### config.mk
export PLATFORM = sky130hd
export DESIGN_NAME = mc_ctrl_flat
export DESIGN_NICKNAME = d
export VERILOG_FILES = /design/src/rtl/mc_ctrl_pkg.sv /design/src/rtl/mc_ctrl_if.sv /design/src/rtl/mc_ctrl_decode.sv /design/src/rtl/mc_ctrl.sv /design/src/flat_wrapper.sv
export SDC_FILE = /design/constraint.sdc
export NUM_CORES = 1
export LEC_CHECK = 0
export ABC_AREA = 0
export CORE_MARGIN = 2
export CORE_UTILIZATION = 40
export CTS_BUF_LIST = sky130_fd_sc_hd__clkbuf_8
export DETAILED_ROUTE_END_ITERATION = 10
export HOLD_SLACK_MARGIN = 0.02
export PLACE_DENSITY_LB_ADDON = 0.2
export SYNTH_ARGS = -nofsm -noshare
export SYNTH_HDL_FRONTEND = slang
export SYNTH_SLANG_ARGS = --single-unit
export TNS_END_PERCENT = 20
### constraint.sdc
create_clock -name clk -period 3.4 [get_ports clk]
set_clock_uncertainty 0.05 [all_clocks]
set_input_delay 0.68 -clock clk [delete_from_list [all_inputs] [get_ports clk]]
set_output_delay 0.68 -clock clk [all_outputs]
set_load 0.02 [all_outputs]
### src/rtl/mc_ctrl_pkg.sv
// Shared encodings for the multi-cycle MIPS controller: states, opcodes, datapath selects.
// Imported by the controller, the instruction classifier and the datapath blocks.
package mc_ctrl_pkg;

    typedef enum logic [3:0] {
        S_FETCH  = 4'd0,
        S_DECODE = 4'd1,
        S_EXE    = 4'd2,
        S_MEMRD  = 4'd3,
        S_MEMWR  = 4'd4,
        S_WB_ALU = 4'd5,
        S_WB_MEM = 4'd6,
        S_BRANCH = 4'd7,
        S_JUMP   = 4'd8,
        S_HALT   = 4'd9
    } stateT;

    localparam logic [5:0] OP_RTYPE = 6'h00;
    localparam logic [5:0] OP_J     = 6'h02;
    localparam logic [5:0] OP_JAL   = 6'h03;
    localparam logic [5:0] OP_BEQ   = 6'h04;
    localparam logic [5:0] OP_ORI   = 6'h0D;
    localparam logic [5:0] OP_LUI   = 6'h0F;
    localparam logic [5:0] OP_LW    = 6'h23;
    localparam logic [5:0] OP_SW    = 6'h2B;

    localparam logic [5:0] FN_JR    = 6'h08;
    localparam logic [5:0] FN_ADDU  = 6'h21;
    localparam logic [5:0] FN_SUBU  = 6'h23;

    localparam logic [1:0] ALU_ADD  = 2'd0;
    localparam logic [1:0] ALU_SUB  = 2'd1;
    localparam logic [1:0] ALU_OR   = 2'd2;
    localparam logic [1:0] ALU_LUI  = 2'd3;

    localparam logic [1:0] DST_RT   = 2'd0;
    localparam logic [1:0] DST_RD   = 2'd1;
    localparam logic [1:0] DST_RA   = 2'd2;

    localparam logic [1:0] M2R_ALU  = 2'd0;
    localparam logic [1:0] M2R_MEM  = 2'd1;
    localparam logic [1:0] M2R_PC4  = 2'd2;

    localparam logic [1:0] NPC_PC4  = 2'd0;
    localparam logic [1:0] NPC_BR   = 2'd1;
    localparam logic [1:0] NPC_J    = 2'd2;
    localparam logic [1:0] NPC_JR   = 2'd3;

    typedef struct packed {
        logic isAddu;
        logic isSubu;
        logic isOri;
        logic isLui;
        logic isLw;
        logic isSw;
        logic isBeq;
        logic isJ;
        logic isJal;
        logic isJr;
    } instrClassT;

    // Flags are one-hot, so any set bit means a supported instruction.
    function automatic logic isLegal(input instrClassT c);
        return |c;
    endfunction

endpackage

### src/rtl/mc_ctrl_if.sv
// Controller <-> datapath signal bundle. The illegal flag exists only when
// MC_CTRL_ILLEGAL_TRAP_EN is defined.
interface mc_ctrl_if;
    import mc_ctrl_pkg::*;

    logic [5:0] op;
    logic [5:0] funct;
    logic       zero;
    logic       mem_ready;

    logic       PCWr;
    logic       IRWr;
    logic       RegWr;
    logic       MemWr;
    logic       MemRd;
    logic       ExtOp;
    logic       ALUSrc;
    logic [1:0] ALUOp;
    logic [1:0] RegDst;
    logic [1:0] MemtoReg;
    logic [1:0] NPCOp;
    logic [3:0] state;
`ifdef MC_CTRL_ILLEGAL_TRAP_EN
    logic       illegal;
`endif

    modport master (
        input  op, funct, zero, mem_ready,
        output PCWr, IRWr, RegWr, MemWr, MemRd, ExtOp, ALUSrc,
        output ALUOp, RegDst, MemtoReg, NPCOp,
`ifdef MC_CTRL_ILLEGAL_TRAP_EN
        output illegal,
`endif
        output state
    );

    modport slave (
        output op, funct, zero, mem_ready,
        input  PCWr, IRWr, RegWr, MemWr, MemRd, ExtOp, ALUSrc,
        input  ALUOp, RegDst, MemtoReg, NPCOp,
`ifdef MC_CTRL_ILLEGAL_TRAP_EN
        input  illegal,
`endif
        input  state
    );

endinterface

### src/rtl/mc_ctrl_decode.sv
// Combinational classifier: op/funct to one-hot instruction-class flags.
// Unsupported encodings produce all-zero flags.
module mc_decode
    import mc_ctrl_pkg::*;
(
    input  logic [5:0] op,
    input  logic [5:0] funct,
    output instrClassT cls
);

    logic rType;

    assign rType = (op == OP_RTYPE);

    always_comb begin
        cls        = '0;
        cls.isAddu = rType && (funct == FN_ADDU);
        cls.isSubu = rType && (funct == FN_SUBU);
        cls.isJr   = rType && (funct == FN_JR);
        cls.isOri  = (op == OP_ORI);
        cls.isLui  = (op == OP_LUI);
        cls.isLw   = (op == OP_LW);
        cls.isSw   = (op == OP_SW);
        cls.isBeq  = (op == OP_BEQ);
        cls.isJ    = (op == OP_J);
        cls.isJal  = (op == OP_JAL);
    end

endmodule

### src/rtl/mc_ctrl.sv
// Multi-cycle MIPS main controller: FSM sequencing fetch/decode/execute/memory/writeback.
// Define MC_CTRL_ILLEGAL_TRAP_EN to trap unsupported instructions in S_HALT.
module mc_ctrl
    import mc_ctrl_pkg::*;
(
    input  logic      clk,
    input  logic      reset,
    mc_ctrl_if.master bus
);

    stateT      stateReg;
    stateT      nextState;
    logic [5:0] opLat;
    logic [5:0] functLat;
    logic [5:0] opSel;
    logic [5:0] functSel;
    instrClassT cls;
    logic       rType;

    always_ff @(posedge clk or posedge reset) begin
        if (reset) stateReg <= S_FETCH;
        else       stateReg <= nextState;
    end

    always_ff @(posedge clk or posedge reset) begin
        if (reset) begin
            opLat    <= '0;
            functLat <= '0;
        end else if (stateReg == S_DECODE) begin
            opLat    <= bus.op;
            functLat <= bus.funct;
        end
    end

    // Decode sees the live IR only in S_DECODE; afterwards the IR may change under us.
    assign opSel    = (stateReg == S_DECODE) ? bus.op    : opLat;
    assign functSel = (stateReg == S_DECODE) ? bus.funct : functLat;

    mc_decode uDecode (
        .op    (opSel),
        .funct (functSel),
        .cls   (cls)
    );

    assign rType = cls.isAddu | cls.isSubu;

    always_comb begin
        nextState = S_FETCH;
        case (stateReg)
            S_FETCH:  nextState = bus.mem_ready ? S_DECODE : S_FETCH;
            S_DECODE: begin
                if (cls.isJ || cls.isJal || cls.isJr) nextState = S_JUMP;
                else if (cls.isBeq)                   nextState = S_BRANCH;
                else if (isLegal(cls))                nextState = S_EXE;
`ifdef MC_CTRL_ILLEGAL_TRAP_EN
                else                                  nextState = S_HALT;
`endif
            end
            S_EXE: begin
                if (cls.isLw)      nextState = S_MEMRD;
                else if (cls.isSw) nextState = S_MEMWR;
                else               nextState = S_WB_ALU;
            end
            S_MEMRD:  nextState = bus.mem_ready ? S_WB_MEM : S_MEMRD;
            S_MEMWR:  nextState = bus.mem_ready ? S_FETCH  : S_MEMWR;
`ifdef MC_CTRL_ILLEGAL_TRAP_EN
            S_HALT:   nextState = S_HALT;
`endif
            default:  nextState = S_FETCH;
        endcase
    end

    always_comb begin
        bus.PCWr     = 1'b0;
        bus.IRWr     = 1'b0;
        bus.RegWr    = 1'b0;
        bus.MemWr    = 1'b0;
        bus.MemRd    = 1'b0;
        bus.ExtOp    = 1'b1;
        bus.ALUSrc   = 1'b0;
        bus.ALUOp    = ALU_ADD;
        bus.RegDst   = DST_RT;
        bus.MemtoReg = M2R_ALU;
        bus.NPCOp    = NPC_PC4;
        if (reset) begin
            bus.ExtOp = 1'b0;
        end else begin
            case (stateReg)
                S_FETCH: begin
                    bus.MemRd = 1'b1;
                    if (bus.mem_ready) begin
                        bus.IRWr  = 1'b1;
                        bus.PCWr  = 1'b1;
                        bus.NPCOp = NPC_PC4;
                    end
                end
                S_EXE: begin
                    if (cls.isSubu) begin
                        bus.ALUOp = ALU_SUB;
                    end else if (cls.isOri) begin
                        bus.ALUOp  = ALU_OR;
                        bus.ALUSrc = 1'b1;
                        bus.ExtOp  = 1'b0;
                    end else if (cls.isLui) begin
                        bus.ALUOp  = ALU_LUI;
                        bus.ALUSrc = 1'b1;
                        bus.ExtOp  = 1'b0;
                    end else if (cls.isLw || cls.isSw) begin
                        bus.ALUSrc = 1'b1;
                    end
                end
                S_MEMRD:  bus.MemRd = 1'b1;
                S_MEMWR:  bus.MemWr = 1'b1;
                S_WB_ALU: begin
                    bus.RegWr  = 1'b1;
                    bus.RegDst = rType ? DST_RD : DST_RT;
                end
                S_WB_MEM: begin
                    bus.RegWr    = 1'b1;
                    bus.MemtoReg = M2R_MEM;
                end
                S_BRANCH: begin
                    bus.ALUOp = ALU_SUB;
                    bus.NPCOp = NPC_BR;
                    bus.PCWr  = bus.zero;
                end
                S_JUMP: begin
                    bus.PCWr  = 1'b1;
                    bus.NPCOp = cls.isJr ? NPC_JR : NPC_J;
                    if (cls.isJal) begin
                        bus.RegWr    = 1'b1;
                        bus.RegDst   = DST_RA;
                        bus.MemtoReg = M2R_PC4;
                    end
                end
                default: ;
            endcase
        end
    end

    assign bus.state = stateReg;

`ifdef MC_CTRL_ILLEGAL_TRAP_EN
    assign bus.illegal = (stateReg == S_HALT);
`endif

endmodule

### src/flat_wrapper.sv
// flat-port wrapper written by rule: the top's interface ports become plain ports
module mc_ctrl_flat import mc_ctrl_pkg::*;
  (clk, reset, bus_op, bus_funct, bus_zero, bus_mem_ready, bus_PCWr, bus_IRWr, bus_RegWr, bus_MemWr, bus_MemRd, bus_ExtOp, bus_ALUSrc, bus_ALUOp, bus_RegDst, bus_MemtoReg, bus_NPCOp, bus_state);
  mc_ctrl_if bus_i ();
  input  logic clk;
  input  logic reset;
  input wire logic [$bits(bus_i.op)-1:0] bus_op;
  input wire logic [$bits(bus_i.funct)-1:0] bus_funct;
  input wire logic [$bits(bus_i.zero)-1:0] bus_zero;
  input wire logic [$bits(bus_i.mem_ready)-1:0] bus_mem_ready;
  output wire logic [$bits(bus_i.PCWr)-1:0] bus_PCWr;
  output wire logic [$bits(bus_i.IRWr)-1:0] bus_IRWr;
  output wire logic [$bits(bus_i.RegWr)-1:0] bus_RegWr;
  output wire logic [$bits(bus_i.MemWr)-1:0] bus_MemWr;
  output wire logic [$bits(bus_i.MemRd)-1:0] bus_MemRd;
  output wire logic [$bits(bus_i.ExtOp)-1:0] bus_ExtOp;
  output wire logic [$bits(bus_i.ALUSrc)-1:0] bus_ALUSrc;
  output wire logic [$bits(bus_i.ALUOp)-1:0] bus_ALUOp;
  output wire logic [$bits(bus_i.RegDst)-1:0] bus_RegDst;
  output wire logic [$bits(bus_i.MemtoReg)-1:0] bus_MemtoReg;
  output wire logic [$bits(bus_i.NPCOp)-1:0] bus_NPCOp;
  output wire logic [$bits(bus_i.state)-1:0] bus_state;
  assign bus_i.op = bus_op;
  assign bus_i.funct = bus_funct;
  assign bus_i.zero = bus_zero;
  assign bus_i.mem_ready = bus_mem_ready;
  assign bus_PCWr = bus_i.PCWr;
  assign bus_IRWr = bus_i.IRWr;
  assign bus_RegWr = bus_i.RegWr;
  assign bus_MemWr = bus_i.MemWr;
  assign bus_MemRd = bus_i.MemRd;
  assign bus_ExtOp = bus_i.ExtOp;
  assign bus_ALUSrc = bus_i.ALUSrc;
  assign bus_ALUOp = bus_i.ALUOp;
  assign bus_RegDst = bus_i.RegDst;
  assign bus_MemtoReg = bus_i.MemtoReg;
  assign bus_NPCOp = bus_i.NPCOp;
  assign bus_state = bus_i.state;
  mc_ctrl u_core (.clk(clk), .reset(reset), .bus(bus_i));
endmodule
==> results of run 1 <==
-- power breakdown --
part           internal (mW)  switching, mW
Clock                  0.103         0.0658
Sequential             0.240         0.0600
Combinational          0.125         0.0941
-- registers in the layout, indices dropped and copies added, names as in the netlist --
| name | cells |
|---|---|
| u_core.functLat | 6 |
| u_core.bus.state | 4 |
| u_core.opLat | 6 |
-- critical path, cell delays in order --
cell	delay, ns
clkdlybuf4s50_1	0.43
or4_4	0.55
or3_4	0.36
o22a_2	0.28
o21ai_1	0.16
buf_2	0.19
-- metal layers --
layer | GRT usage [%] | vias to the layer above | routed length (um)
met3 | 4.88 | 0 | 123
met5 | 0 | - | 0
li1 | - | 525 | -
met1 | 24.4 | 529 | 1300
met2 | 36.1 | 27 | 1610
met4 | 4.42 | 0 | 0
-- worst paths after layout --
check,startpoint,end,cells past startpoint
worst min-delay path,u_core.functLat[4],u_core.functLat[4],1
worst max-delay path,bus_op[2],bus_ALUOp[0],6
worst min register to register,u_core.functLat[4],u_core.functLat[4],1
max in group asynchronous,reset,u_core.bus.state[1],4
min in group asynchronous,reset,u_core.bus.state[0],4
worst max register to register,u_core.bus.state[2],u_core.bus.state[1],5
-- cell usage after synthesis, drive strengths merged (2+ instances only) --
cell type / number / area, um^2
dfrtp: 16 / 400
a21oi: 4 / 20.0
nand2b: 3 / 18.8
nor4: 3 / 18.8
nand2: 10 / 37.5
a31o: 2 / 17.5
nor4b: 7 / 76.3
o21ai: 8 / 43.8
buf: 5 / 30.0
mux2: 12 / 135
nor3b: 2 / 15.0
a21o: 2 / 15.0
nor2: 8 / 30.0
inv: 2 / 7.51
nand4b: 2 / 17.5
nor3: 10 / 50.1
-- cell families (layout without fill, tap and decap cells) --
kind of cell	after synthesis	count (layout)	synth area share, %
flip-flops	16	16	37.0
AO/OA/AOI/OAI	24	24	15.0
buffers and inverters	8	54	3.81
multiplexers	12	12	12.5
AND/OR/NAND/NOR	54	54	31.8
-- per-stage QoR --
step	hold slack (ns)	cell area (um^2)	total power [mW]
finish	0.467	1580	0.687
global route	0.502	1580	0.729
CTS	0.472	1570	0.687
detailed placement	0.457	1530	0.515
global placement	0.445	1530	0.507
floorplan	0.432	1080	0.424
-- repair_timing --
action,4_1_cts,5_1_grt
gates resized for setup,15,12
setup endpoints to repair,5,8
setup buffers,0,1
pin swaps,0,1
-- cell type report --
type,instances,area (um^2)
Timing Repair Buffer,48,425
Inverter,2,7.51
Tap cell,30,37.5
Sequential cell,16,402
Multi-Input combinational cell,90,653
Clock buffer,4,55.1
Fill cell,213,942
==> reports/results.txt, run 1 <==
Crit Path Max Fanout - 3
WL final - 3030 um
# setup viols final - 0
Fin. max-slew vios - 0
Die Y - 56.0 um
Core Box Area - 0.00252 mm^2
CP endpoint kind - output port
Setup TNS - 0 ns
Ports - 35
Vias - 1081
RSZ-0062 raised after global routing - true
Most used DFF post-synth - dfrtp_1
Max-cap violation count - 0
Worst path required time - 2.67 ns
Slew HR - 75.5%
First drt pass iteration count - 4
WP data arrival - 2.64 ns
Worst Hold Class - reg2reg
Minimum clock period - 3.37 ns
Row Count - 18
# diodes - 0
Final-stage net count - 177
Flop and latch count out of synthesis - 16
Die Wd - 56.0 um
FFs w/ async S/R, synth - 100%
Power Dens Cells - 435 mW/mm^2
Placer Congestion - 0.882
Fmax - 297 MHz
Final Cycle Share - 99.1%
First-pass GRT wire length - 5150 um
Number of global-route vias before repair - 1130
Synthesized net count - 130
LEAKAGE - 0.633 nW
DP HPWL - 2380 um
Worst-Skew Late Latency - 0.25 ns
DRC - 0
Layout cells sized above 1 - 29.4%
GRT overflow - 0
Sequential fraction of the synthesis area - 37.0%
Final worst slack - 0.0314 ns
I/O Buffers - 34
Root Driver - clkbuf_8
Synthesized area per cell - 9.50 um^2
Startpoint Class - input pin
Final Hold Vio Count - 0
Post-synth EDFFs - 0
Most common cell after layout, fill and taps aside - clkdlybuf4s50_1
Detailed-route vias per instance - 5.69
Post-Syn Instances - 114
CTS Buf Count - 3
CTS tree - built
Area of the mapped netlist - 0.00108 mm^2
Gr usage total - 20.2%
Initial core utilization - 43.0%
H-tree depth - 1
CTS Hold Bufs - 0
Most frequent cells in the layout - clkdlybuf4s50_1 (28), buf_4 (15), dfrtp_1 (15), mux2_2 (12), nand2_1 (10)
Clock sink count - 16
Yosys cell types - 37
VDD IR max - 0.000320 V
Clock transition at path regs - 0.06 ns
R2R Setup Slk - 1.58 ns
Post-layout instance count excluding filler cells - 190
Area Overhead vs Synth - 45.8%
Status - completed
Post-DRT Antenna Nets - 0
Worst Tran Pin Value - 0.362 ns
Initial antenna violation count - 0
Initial DRC count - 16
Largest net degree at the start of global routing - 18
CTS Buffer Depth - 2
Fin util - 62.6%
WS Path Type - in2out
Die area - 0.00314 mm^2
Pre-CTS WS - -0.438 ns
Placed Cells - 185
Drt wl/cell - 15.9 um
Yosys warning total - 0
Note: power is estimated with default switching activity, not from simulation.
==> run 2, diff against run 1 <==
--- a/config.mk
+++ b/config.mk
@@ -12,6 +12,7 @@
 export DETAILED_ROUTE_END_ITERATION = 10
 export HOLD_SLACK_MARGIN = 0.02
 export PLACE_DENSITY_LB_ADDON = 0.2
+export RECOVER_POWER = 25
 export SYNTH_ARGS = -nofsm -noshare
 export SYNTH_HDL_FRONTEND = slang
 export SYNTH_SLANG_ARGS = --single-unit
==> constraint.sdc (replaced) <==
create_clock -name clk -period 2.9 [get_ports clk]
set_clock_uncertainty 0.05 [all_clocks]
set_input_delay 0.58 -clock clk [delete_from_list [all_inputs] [get_ports clk]]
set_output_delay 0.58 -clock clk [all_outputs]
set_load 0.02 [all_outputs]
==> run 2 against run 1 <==
  * Combinational power is 29% higher
  * Cell count is 6.3% higher
  * Critical path depth is 1 lower
  * Register-to-register slack worse by 0.41 ns
  * Non-clock buffer count is 12 higher
  * Sequential power is 15% higher
  * Core utilization is 5.5 points higher
  * Flip-flop and latch count stayed put
  * Count of clock-buffer cells in the layout stayed put
  * Wire length is 6.3% higher
==> reports/results.txt, run 2 (same netlist as run 1, synthesis figures left out) <==
Post-DRT Antenna Nets - 0
Initial DRC count - 37
I/O Buffers - 34
Clock transition at path regs - 0.07 ns
Most common cell after layout, fill and taps aside - buf_4
WS Path Type - in2out
Die Y - 56.0 um
DRC - 0
Most frequent cells in the layout - buf_4 (27), clkdlybuf4s50_1 (17), dfrtp_1 (16), mux2_2 (12), nand2_1 (10)
Worst-Skew Late Latency - 0.25 ns
Row Count - 18
CP endpoint kind - output port
Worst Tran Pin Value - 0.458 ns
Die Wd - 56.0 um
VDD IR max - 0.000362 V
Max-cap violation count - 0
Placer Congestion - 0.936
Area of the multi-input gates - 689 um^2
Initial core utilization - 43.0%
Initial antenna violation count - 0
Fin. max-slew vios - 0
CTS tree - built
WL final - 3220 um
Startpoint Class - input pin
CTS Hold Bufs - 0
CTS Buffer Depth - 2
Final Cycle Share - 99.1%
H-tree depth - 1
Die area - 0.00314 mm^2
Minimum clock period - 2.87 ns
Detailed-route vias per instance - 5.71
WP data arrival - 2.24 ns
CP bufs+invs - 4
Status - completed
Number of global-route vias before repair - 1140
Fmax - 348 MHz
LEAKAGE - 0.775 nW
First drt pass iteration count - 4
Final Hold Vio Count - 0
Vias - 1153
# setup viols final - 0
Power Dens Cells - 482 mW/mm^2
Number of fill cells in the layout - 218
Clock sink count - 16
Final-stage net count - 189
CP cell instances - clkdlybuf4s50_1 -> nor4b_4 -> buf_4 -> buf_4 -> clkdlybuf4s50_1
Kind of cell adding the most delay to the critical path - buffers and inverters
Ports - 35
Gr usage total - 21.3%
GRT overflow - 0
CP max stage cell - clkdlybuf4s50_1
Layout cells sized above 1 - 35.5%
Area Overhead vs Synth - 58.7%
Slew HR - 69.1%
Core Box Area - 0.00252 mm^2
Drt wl/cell - 15.9 um
Placed Area - 0.00162 mm^2
Largest net degree at the start of global routing - 18
# diodes - 0
DP HPWL - 2480 um
First-pass GRT wire length - 5380 um
CTS Buf Count - 3
Final instance area - 0.00172 mm^2
Crit Path Max Fanout - 5
Root Driver - clkbuf_8
Worst path required time - 2.27 ns
RSZ-0062 raised after global routing - true
Fin util - 68.2%
Worst Hold Class - reg2reg
Slowest Stage Delay on Critical Path - 0.61 ns
Sequential cell area - 400 um^2
run 2: changes by cell type in the layout (fill, tap and decap cells not counted), moves of 2 or more:
cell / change
buf_4: +12
clkdlybuf4s50_1: -11
o21ai_1: -2
buf_6: +2
clkdlybuf4s15_1: +3
dlygate4sd2_1: +5
dlymetal6s2s_1: +3
clkbuf_2: -2
run 2: path summary, 6_finish.rpt:
check                                      endpoint  depth (start not counted)  slack [ns]           startpoint
worst min-delay path             u_core.functLat[2]                          1        0.46   u_core.functLat[2]
worst min register to register   u_core.functLat[2]                          1        0.46   u_core.functLat[2]
min in group asynchronous       u_core.bus.state[0]                          3        0.81                reset
worst max-delay path                   bus_NPCOp[1]                          5        0.03                reset
worst max register to register  u_core.bus.state[1]                          5        1.17  u_core.bus.state[3]
max in group asynchronous        u_core.functLat[3]                          3        1.79                reset
run 2: stage by stage:
step	TNS, ns	hold WS (ns)	std cells	setup slack [ns]	power, mW
6_report	0	0.462	202	0.0256	0.829
5_1_grt	-0.0329	0.494	202	-0.0329	0.876
4_1_cts	-0.0789	0.467	201	-0.0789	0.822
3_5_place_dp	-3.98	0.451	197	-0.805	0.619
3_3_place_gp	-3.90	0.444	197	-0.705	0.610
2_1_floorplan	0	0.432	114	0.0852	0.498
run 2: power by group:
group	internal, mW	leakage, nW	total [mW]	switching [mW]
Combinational	0.160	0.553	0.282	0.122
Sequential	0.281	0.194	0.344	0.0633
Clock	0.121	0.0288	0.203	0.0827
run 2: timing repair:
action,CTS,global route
pin swaps,5,2
setup buffers,0,1
resized for setup,42,8
setup endpoints to repair,10,10
run 2: per-layer routing:
layer	routed length, um	vias to the layer above	global-route usage (%)	share of wire (%)
met5	0	-	0	0
met4	10	0	4.76	0.31
met3	145	2	3.95	4.5
met2	1670	32	36.3	52
met1	1390	571	28.0	43
li1	-	548	-	-
run 2: area by class of cell:
class	count	area share, %
repair buffers	60	30.8
well taps	30	2.18
multi-input cells	90	40.1
clock buffers	4	3.20
inverters	2	0.437
flip-flops and latches	16	23.3
run 2: worst register-to-register path, stage by stage (launching register included):
cell and delay [ns]:
dfrtp_1 0.43, or2_1 0.26, or3_4 0.41, o22a_4 0.26, a21o_1 0.20, o21ai_2 0.05
